**src/rtl/hawk_pg_wr_pkg.sv**
```systemverilog
// Shared types, AXI constants and page geometry helpers for the Hawk page-write engine.
package hawk_pg_wr_pkg;

  typedef enum logic [2:0] {StIdle, StAw, StW, StDrain, StDone} pg_wr_state_e;

  typedef enum logic {FillZero = 1'b0, FillPattern = 1'b1} pg_fill_mode_e;

  localparam logic [1:0] AXI_BURST_INCR = 2'b01;
  localparam logic [1:0] AXI_RESP_OKAY  = 2'b00;

  function automatic int unsigned page_beats(input int unsigned page_bytes,
                                             input int unsigned data_w);
    return page_bytes / (data_w / 8);
  endfunction

  function automatic int unsigned page_bursts(input int unsigned page_bytes,
                                              input int unsigned data_w,
                                              input int unsigned burst_beats);
    return page_beats(page_bytes, data_w) / burst_beats;
  endfunction

endpackage

```
**src/rtl/hawk_rr_arb.sv**
```systemverilog
// N-way round-robin arbiter; search starts one past the last accepted grant.
module hawk_rr_arb
  import hawk_pg_wr_pkg::*;
#(
  parameter int unsigned N    = 2,
  parameter int unsigned IdxW = $clog2(N) + 1
) (
  input  logic            clk_i,
  input  logic            rst_i,
  input  logic            en_i,
  input  logic [N-1:0]    req_i,
  input  logic            accept_i,
  output logic [N-1:0]    gnt_o,
  output logic [IdxW-1:0] gnt_idx_o
);

  logic [IdxW-1:0] ptr_q;

  always_comb begin
    int idx;
    gnt_o     = '0;
    gnt_idx_o = '0;
    idx       = 0;
    if (en_i) begin
      // Walk offsets downward so the smallest offset from the pointer wins last.
      for (int i = int'(N) - 1; i >= 0; i--) begin
        idx = int'(ptr_q) + i;
        if (idx >= int'(N)) idx = idx - int'(N);
        if (req_i[idx]) begin
          gnt_o      = '0;
          gnt_o[idx] = 1'b1;
          gnt_idx_o  = IdxW'(idx);
        end
      end
    end
  end

  always_ff @(posedge clk_i) begin
    if (rst_i) begin
      ptr_q <= '0;
    end else if (accept_i) begin
      ptr_q <= (gnt_idx_o == IdxW'(N - 1)) ? '0 : gnt_idx_o + 1'b1;
    end
  end

endmodule

```
**src/rtl/hawk_pg_wr_engine.sv**
```systemverilog
// Multi-channel page-fill engine: writes one zero or pattern page per request as AXI4
// INCR bursts, then reports completion with a sticky error flag.
module hawk_pg_wr_engine
  import hawk_pg_wr_pkg::*;
#(
  parameter int unsigned ADDR_W      = 64,
  parameter int unsigned DATA_W      = 512,
  parameter int unsigned ID_W        = 4,
  parameter int unsigned ID_VAL      = 0,
  parameter int unsigned PAGE_BYTES  = 4096,
  parameter int unsigned BURST_BEATS = 16,
  parameter int unsigned NUM_CH      = 2,
  parameter int unsigned MAX_OUTST   = 4
) (
  input  logic                      clk_i,
  input  logic                      rst_i,
  input  logic [NUM_CH-1:0]         req_valid_i,
  output logic [NUM_CH-1:0]         req_ready_o,
  input  logic [NUM_CH*ADDR_W-1:0]  req_addr_i,
  input  logic [NUM_CH-1:0]         req_mode_i,
  input  logic [NUM_CH*64-1:0]      req_pat_i,
  output logic                      done_o,
  output logic [$clog2(NUM_CH):0]   done_ch_o,
  output logic                      done_err_o,
  output logic                      busy_o,
  output logic                      m_awvalid_o,
  input  logic                      m_awready_i,
  output logic [ADDR_W-1:0]         m_awaddr_o,
  output logic [7:0]                m_awlen_o,
  output logic [2:0]                m_awsize_o,
  output logic [1:0]                m_awburst_o,
  output logic [ID_W-1:0]           m_awid_o,
  output logic                      m_wvalid_o,
  input  logic                      m_wready_i,
  output logic [DATA_W-1:0]         m_wdata_o,
  output logic [DATA_W/8-1:0]       m_wstrb_o,
  output logic                      m_wlast_o,
  input  logic                      m_bvalid_i,
  output logic                      m_bready_o,
  input  logic [1:0]                m_bresp_i
);

  localparam int unsigned NBurst     = page_bursts(PAGE_BYTES, DATA_W, BURST_BEATS);
  localparam int unsigned BurstBytes = BURST_BEATS * (DATA_W / 8);
  localparam int unsigned IdxW       = $clog2(NUM_CH) + 1;
  localparam int unsigned BurstW     = $clog2(NBurst) + 1;
  localparam int unsigned BeatW      = $clog2(BURST_BEATS) + 1;
  localparam int unsigned OutW       = $clog2(MAX_OUTST) + 1;
  localparam logic [ADDR_W-1:0] PageMask = ~ADDR_W'(PAGE_BYTES - 1);

  pg_wr_state_e      state_q, state_d;
  logic [ADDR_W-1:0] addr_q;
  pg_fill_mode_e     mode_q;
  logic [63:0]       pat_q;
  logic [IdxW-1:0]   ch_q;
  logic [BurstW-1:0] burst_q;
  logic [BeatW-1:0]  beat_q;
  logic [OutW-1:0]   outst_q;
  logic              err_q;

  logic [NUM_CH-1:0] gnt;
  logic [IdxW-1:0]   gnt_idx;
  logic              arb_en, accept, aw_hs, w_hs, b_hs, last_beat, last_burst;
  logic [ADDR_W-1:0] sel_addr;
  pg_fill_mode_e     sel_mode;
  logic [63:0]       sel_pat;

  hawk_rr_arb #(
    .N    (NUM_CH),
    .IdxW (IdxW)
  ) u_arb (
    .clk_i     (clk_i),
    .rst_i     (rst_i),
    .en_i      (arb_en),
    .req_i     (req_valid_i),
    .accept_i  (accept),
    .gnt_o     (gnt),
    .gnt_idx_o (gnt_idx)
  );

  assign req_ready_o = gnt;
  assign accept      = |(req_valid_i & gnt);
  assign aw_hs       = m_awvalid_o & m_awready_i;
  assign w_hs        = m_wvalid_o & m_wready_i;
  assign b_hs        = m_bvalid_i & m_bready_o;
  assign last_beat   = (beat_q == BeatW'(BURST_BEATS - 1));
  assign last_burst  = (burst_q == BurstW'(NBurst - 1));

  always_comb begin
    sel_addr = '0;
    sel_mode = FillZero;
    sel_pat  = '0;
    for (int c = 0; c < int'(NUM_CH); c++) begin
      if (gnt[c]) begin
        sel_addr = req_addr_i[c*ADDR_W +: ADDR_W];
        sel_mode = pg_fill_mode_e'(req_mode_i[c]);
        sel_pat  = req_pat_i[c*64 +: 64];
      end
    end
  end

  always_ff @(posedge clk_i) begin
    if (rst_i) state_q <= StIdle;
    else       state_q <= state_d;
  end

  always_comb begin
    state_d = state_q;
    unique case (state_q)
      StIdle:  if (accept) state_d = StAw;
      StAw:    if (aw_hs) state_d = StW;
      StW:     if (w_hs && last_beat) state_d = last_burst ? StDrain : StAw;
      StDrain: if (outst_q == '0) state_d = StDone;
      StDone:  state_d = StIdle;
      default: state_d = StIdle;
    endcase
  end

  always_comb begin
    arb_en      = 1'b0;
    busy_o      = 1'b1;
    m_awvalid_o = 1'b0;
    m_wvalid_o  = 1'b0;
    m_bready_o  = 1'b1;
    done_o      = 1'b0;
    unique case (state_q)
      StIdle: begin
        arb_en     = 1'b1;
        busy_o     = 1'b0;
        m_bready_o = 1'b0;
      end
      // Outstanding can only fall while waiting here, so awvalid never retracts.
      StAw:    m_awvalid_o = (outst_q < OutW'(MAX_OUTST));
      StW:     m_wvalid_o  = 1'b1;
      StDone:  done_o      = 1'b1;
      default: ;
    endcase
  end

  assign m_wlast_o   = m_wvalid_o & last_beat;
  assign done_ch_o   = done_o ? ch_q : '0;
  assign done_err_o  = done_o & err_q;
  assign m_awaddr_o  = addr_q + ADDR_W'(burst_q) * ADDR_W'(BurstBytes);
  assign m_awlen_o   = 8'(BURST_BEATS - 1);
  assign m_awsize_o  = 3'($clog2(DATA_W / 8));
  assign m_awburst_o = AXI_BURST_INCR;
  assign m_awid_o    = ID_W'(ID_VAL);
  assign m_wdata_o   = (mode_q == FillPattern) ? {(DATA_W/64){pat_q}} : '0;
  assign m_wstrb_o   = '1;

  always_ff @(posedge clk_i) begin
    if (rst_i) begin
      addr_q  <= '0;
      mode_q  <= FillZero;
      pat_q   <= '0;
      ch_q    <= '0;
      burst_q <= '0;
      beat_q  <= '0;
      outst_q <= '0;
      err_q   <= 1'b0;
    end else begin
      if (accept) begin
        addr_q  <= sel_addr & PageMask;
        mode_q  <= sel_mode;
        pat_q   <= sel_pat;
        ch_q    <= gnt_idx;
        burst_q <= '0;
        beat_q  <= '0;
      end
      if (w_hs) begin
        if (last_beat) begin
          beat_q  <= '0;
          burst_q <= burst_q + 1'b1;
        end else begin
          beat_q <= beat_q + 1'b1;
        end
      end
      if (aw_hs && !b_hs)      outst_q <= outst_q + 1'b1;
      else if (!aw_hs && b_hs) outst_q <= outst_q - 1'b1;
      if (state_q == StDone)                         err_q <= 1'b0;
      else if (b_hs && m_bresp_i != AXI_RESP_OKAY)   err_q <= 1'b1;
    end
  end

endmodule

```
**config.mk**
```make
export PLATFORM = sky130hd
export DESIGN_NAME = hawk_pg_wr_engine
export DESIGN_NICKNAME = d
export VERILOG_FILES = /design/src/rtl/hawk_pg_wr_pkg.sv /design/src/rtl/hawk_rr_arb.sv /design/src/rtl/hawk_pg_wr_engine.sv
export SDC_FILE = /design/constraint.sdc
export NUM_CORES = 1
export LEC_CHECK = 0
export BUFFER_PORTS_ARGS = -buffer_cell sky130_fd_sc_hd__buf_2
export CAP_MARGIN = 20
export CORE_AREA = 2 2 363 365
export DETAILED_ROUTE_END_ITERATION = 10
export DIE_AREA = 0 0 365 367
export SLEW_MARGIN = 20
export SYNTH_ARGS = -nofsm -noshare
export SYNTH_HDL_FRONTEND = slang
export SYNTH_SLANG_ARGS = --single-unit
```
**constraint.sdc**
```tcl
create_clock -name clk_i -period 3.4 [get_ports clk_i]
set_clock_uncertainty 0.2 [all_clocks]
set_input_delay 0 -clock clk_i [delete_from_list [all_inputs] [get_ports clk_i]]
set_output_delay 0 -clock clk_i [all_outputs]
set_load 0.02 [all_outputs]
```
; ---- Yosys cells after proc, flatten, opt, wreduce, memory -nomap -nowiden
; Cells that the tools add are included.
[op_classes]
bitwise = 6
n_eq_ne = 11
n_reduce_logical = 16
mux = 48
magnitude_cmp = 7
add_sub_neg = 9
[ops]
columns = op, n
row1 = 512-bit 2-to-1 mux, 1
row2 = 64-bit 2-to-1 mux, 4
row3 = 32-bit 2-to-1 mux, 4
row4 = 64-bit by 13-bit adder with 64-bit output, 1
row5 = "32-bit by 1-bit greater-or-equal comparator with 1-bit output, second input constant", 2
row6 = "32-bit by 3-bit less-than comparator with 1-bit output, second input constant", 2
row7 = "32-bit by 3-bit greater-or-equal comparator with 1-bit output, second input constant", 1
row8 = "32-bit by 3-bit subtractor with 32-bit output, second input constant", 1
row9 = 3-bit 2-to-1 mux, 9
row10 = 2-bit 2-to-1 mux, 9
row11 = 1-bit 2-to-1 mux, 15
row12 = 5-bit 2-to-1 mux, 3
row13 = 3-bit case mux with 4 select lines, 1
row14 = "3-bit by 2-bit == test with 1-bit output, second input constant", 3
row15 = "2-bit inequality test, second input constant", 4
row16 = "3-bit by 1-bit adder with 3-bit output, second input constant", 2
row17 = 1-bit logical AND, 6
row18 = 3-bit logical NOT, 2
row19 = 2-bit nonzero test, 3
row20 = "5-bit by 1-bit adder with 5-bit output, second input constant", 1
row21 = 1-bit AND, 5
row22 = "5-bit by 4-bit == test with 1-bit output, second input constant", 1
row23 = 4-bit AND reduction, 1
row24 = 2-bit OR reduction, 2
row25 = 12 further kinds, 14
[word_totals]
wordCells = 107
out_inout_bits = 668
reg_bits = 136

; ---- Longest topological paths before layout
[depth]
depth_word = 16
ltp_mapped = 10
ltp_nobuf = 9

; ---- Hierarchy
; Synthesis repeated with hierarchy kept, for this count alone.
[hier_totals]
cells_unflattened = 1435
area_unflattened_um2 = 11382.2
[modules_own_cells]
columns = mod, instances, area_each_um2, cells_per_inst
row1 = hawk_pg_wr_engine, 1, 11252.0, 1422
row2 = hawk_rr_arb, 1, 130.1, 13

; ---- Worst setup path before layout
; OpenSTA, ideal clock, no wires.
[synth_path]
kind = reg2reg
start = register state_q[0]
end = register outst_q[2]
path_slack_ps = 729
path_stages_with_launch = 11
setup_time_ps = 70
arrival_time_ps = 2400
path_cell_list = dfxtp_1 -> buf_2 -> nand2b_1 -> nor3_1 -> and2_1 -> ha_1 -> inv_1 -> fa_1 -> xor2_1 -> or3_1 -> a21oi_1
[synth_via]
elab_chain_len = 6
[synth_rtl]
columns = item, line_no
row1 = start: declaration, hawk_pg_wr_engine.sv:51  ; pg_wr_state_e state_q, state_d;
row2 = start signal: assignment, hawk_pg_wr_engine.sv:103  ; if (rst_i) state_q <= StIdle;
row3 = start signal: assignment, hawk_pg_wr_engine.sv:104  ; else state_q <= state_d;
row4 = 3-bit by 1-bit == test with 1-bit output (*), hawk_pg_wr_engine.sv:126  ; unique case (state_q)
row5 = 1-bit 2-to-1 mux (*), hawk_pg_wr_engine.sv:126
row6 = named net m_awvalid_o, hawk_pg_wr_engine.sv:26  ; output logic m_awvalid_o,
row7 = 1-bit AND (*), hawk_pg_wr_engine.sv:83  ; assign aw_hs = m_awvalid_o & m_awready_i;
row8 = 1-bit logical NOT, hawk_pg_wr_engine.sv:179  ; else if (!aw_hs && b_hs) outst_q <= outst_q - 1'b1;
row9 = 1-bit logical AND, hawk_pg_wr_engine.sv:179
row10 = 2-bit nonzero test (no line), -
row11 = end signal: assignment, hawk_pg_wr_engine.sv:178  ; if (aw_hs && !b_hs) outst_q <= outst_q + 1'b1;
row12 = end signal: assignment, hawk_pg_wr_engine.sv:179
row13 = end: declaration, hawk_pg_wr_engine.sv:58  ; logic [OutW-1:0] outst_q;
; The timed path passes the listed nets; every way through them passes the cells marked *.
; A chain may end at the register's enable or synchronous reset.

; ---- Final worst setup path
[layout_path]
start = register state_q[0]
end = register addr_q[56]
[layout_via]
elab_chain_len = 5
[layout_rtl]
columns = item, line_no
row1 = 3-bit logical NOT (*), hawk_pg_wr_engine.sv:126
row2 = 1-bit 2-to-1 mux (*), hawk_pg_wr_engine.sv:126
row3 = 2-bit 2-to-1 mux (*), hawk_rr_arb.sv:24  ; if (en_i) begin
row4 = 64-bit 2-to-1 mux or 2-bit AND (tied branches), "hawk_pg_wr_engine.sv:94, hawk_pg_wr_engine.sv:82"
row5 = 64-bit 2-to-1 mux or 2-bit OR reduction (tied branches), "hawk_pg_wr_engine.sv:94, hawk_pg_wr_engine.sv:82"
row6 = end signal: assignment, hawk_pg_wr_engine.sv:163  ; addr_q <= sel_addr & PageMask;
row7 = end: declaration, hawk_pg_wr_engine.sv:52  ; logic [ADDR_W-1:0] addr_q;
; Every way passes the cells marked *; elsewhere a longest branch is shown, timed or not.

==> impl_results.md <==
* Status: finished clean
* I/O pin total at 935
* Hold Path Class: in -> reg
* Core ar. at 130000 um2
* Dpl hpwl at 50.1 mm
* DR vias/cell at 3.14
* Max clock buf depth at 2
* Asr flop ratio synth at 0%
* Final non-filler cell total at 3875
* Drt wl/cell at 16.9 um
* Post-synth EDFFs at 0
* Post-synth cell types at 48
* CP bufs+invs at 4
* VDD IR max at 313 uV
* Cells after DPL at 3493
* Worst-Margin Slew at 1.01 ns
* Largest net degree at the start of global routing at 95
* Setup TNS at 0 ns
* End of the worst register-to-register path: addr_q[56]
* NumNets Final at 2368
* GP Congestion at 0.836
* RSZ-0062 raised after global routing: false
* Hold_sp: req_pat_i[42]
* Seq cells post-synth at 136
* Final slew viol count at 0
* CP max FO at 59
* Via count at 12200
* Top FF cell, synth: dfxtp_1
* Worst hold stages at 4
* Final hold violation count at 0
* H-tree depth at 4
* Congestion Overflow GR at 0
* First-pass GRT wire length at 83.2 mm
* Root Driver: clkbuf_16
* Worst Hold End: pat_q[42]
* Clk sinks at 136
* Most common cell after layout, fill and taps aside: buf_2
* Worst-path clk slew at 0.07 ns
* DRC errors left at 0
* Initial antenna violation count at 50
* Rows at 133
* Post-Route WL at 65.3 mm
* Fin crit period at 3.25 ns
* CTS tree: built
* Area Growth Syn to Fin at 59.5%
* Fmax achieved at 308 MHz
* Worst Path Arrival at 3.49 ns
* Worst path most repeated cell: dlygate4sd3_1
* Number of global-route vias before repair at 11000
* Die Ht at 367 um
* Worst r2r path cells at 8
* Final Setup Violations at 0
* Reg area at 2730 um2
* I/O Buffers at 819
* Max-Cap Viols at 0
* Syn Area/Cell at 7.82 um2
* Critical Path Sink Type: flop
* R2R setup slack at 0.15 ns
* CTS Buf Count at 17
* Leakage at 8.73 nW
* Pwr dens at 383 nW/um2
* Clk_lat worst skew at 0.52 ns
* Worst Setup Path Type: reg -> reg
* Synth Instances at 1420
* Synth Warn # at 0
* Antenna-violating nets left at 0
* Startpoint types: flop
* Die area at 134000 um2
* Initial DRC Count at 822
* Initial core utilization at 8.51%
* Syn Std Cell Area at 11100 um2
* Crit-path max cell delay at 0.59 ns
* Family with the most delay on the worst path: buffers and inverters
* First-pass DRT Iterations at 5
* Slew Limit Headroom at 33.0%
* Crit Reg-Reg Startpoint: state_q[0]
* CP Cell Sequence: nor3_2, buf_4, and3_4, buf_16, a22oi_1, dlygate4sd3_1, a21oi_1, dlygate4sd3_1
* Fin crit share at 95.6%
* Most frequent cells in the layout: 816 x buf_2, 327 x dlygate4sd3_1, 139 x nand2_1, 134 x dfxtp_1, 126 x a21oi_1
* Die X-Extent at 365 um
* Multi-input gate area at 4410 um2
* Fillers at 15000
* Layout cells sized above 1 at 43.1%
* Total track usage at 9.14%
* Slowest-stage cell, CP: dlygate4sd3_1
* Sequential area share after synthesis at 24.5%
* Req. time, crit path at 3.64 ns
## cell usage after synthesis (4+ instances only)
master	instances	area share (%)
nand3_1	19	0.86
and3_1	7	0.39
nand4_1	13	0.73
clkbuf_1	44	1.5
o21ai_0	5	0.23
dfxtp_1	136	25
a21oi_1	126	5.7
and4_1	8	0.63
inv_1	11	0.37
and2_1	73	4.1
nand2b_1	4	0.23
buf_4	542	37
a22oi_1	117	7.9
nor3_2	4	0.36
nand2_1	139	4.7
ha_1	6	0.68
nor4_1	16	0.90
nor2_1	23	0.78
buf_2	22	0.99
xnor2_1	11	0.87
xor2_1	41	3.2
nor3_1	12	0.54
## what timing repair did
action | in CTS | in global routing
hold buffers | 327 | 0
gates cloned | 0 | 3
setup endpoints to repair | 11 | 81
pin swaps | 0 | 3
resized for setup | 10 | 7
hold endpoints to repair | 134 | 0
setup buffers | 0 | 6
## layout make-up
type	instances	area share, %
repair buffers	1177	43.6
multi-input cells	751	24.9
flip-flops and latches	136	15.4
well taps	1755	12.4
clock buffers	19	2.50
clock inverters	13	0.756
inverters	11	0.233
diodes	13	0.184
## worst reg2reg max path, stage by stage (launching register included)
cell and delay [ns]:
dfxtp_1 0.40, nor3_2 0.21, buf_4 0.24, and3_4 0.36, buf_16 0.27, a22oi_1 0.19, dlygate4sd3_1 0.59, a21oi_1 0.13
dlygate4sd3_1 0.59
## sequential cells by signal, indices dropped and copies added (netlist names)
| name | flops |
|---|---|
| pat_q | 64 |
| addr_q | 52 |
| beat_q | 5 |
| burst_q | 3 |
| outst_q | 3 |
| state_q | 3 |
| ch_q | 2 |
| u_arb.ptr_q | 2 |
| err_q | 1 |
| mode_q | 1 |
## layer usage
layer / GRT usage (%) / up-vias / part of all wire (%)
li1: - / 5498 / -
met1: 9.94 / 5787 / 36
met2: 15.3 / 736 / 49
met3: 3.97 / 128 / 12
met4: 4.09 / 36 / 3.5
met5: 0 / - / 0.38
## worst max path at each step
stage	startpoint	endpoint	slack, ns	cells past startpoint
after floorplan	state_q[0]	outst_q[2]	0.73	10
after global placement	burst_q[2]	m_awaddr_o[60]	0.26	8
after detailed placement	burst_q[2]	m_awaddr_o[60]	0.29	8
after CTS	burst_q[2]	m_awaddr_o[60]	0.001	8
after global routing	burst_q[2]	m_awaddr_o[55]	0.02	7
final	state_q[0]	addr_q[56]	0.15	8
## power breakdown
part,internal (mW),switching [mW]
sequential,1.80,0.197
clock,1.04,0.970
combinational,1.21,1.56
## cells by family after synthesis
| logic type | count (synthesis) | synth area share [%] |
|---|---|---|
| AOI/OAI and AO/OA | 259 | 14.6 |
| xor gates and xnor gates | 52 | 4.10 |
| adders and majority gates | 7 | 0.857 |
| buffers and inverters | 625 | 39.9 |
| DFF | 136 | 24.5 |
| muxes | 1 | 0.0902 |
| other | 2 | 0.0677 |
| and+or+nand+nor | 338 | 15.9 |
## through the flow
stage | worst slack [ns] | utilization, % | hold WS, ns | power, mW | area [um2]
3_5_place_dp | 0.285 | 10.4 | 0.0804 | 4.10 | 13600
5_1_grt | 0.0166 | 13.6 | 0.119 | 7.16 | 17700
4_1_cts | 0.00129 | 13.4 | 0.0575 | 6.82 | 17500
6_report | 0.151 | 13.6 | 0.143 | 6.77 | 17700
3_3_place_gp | 0.261 | 10.4 | 0.0714 | 4.06 | 13600
2_1_floorplan | 0.729 | - | -0.0839 | 3.52 | 11400
Power figures use the tool's default switching activity.
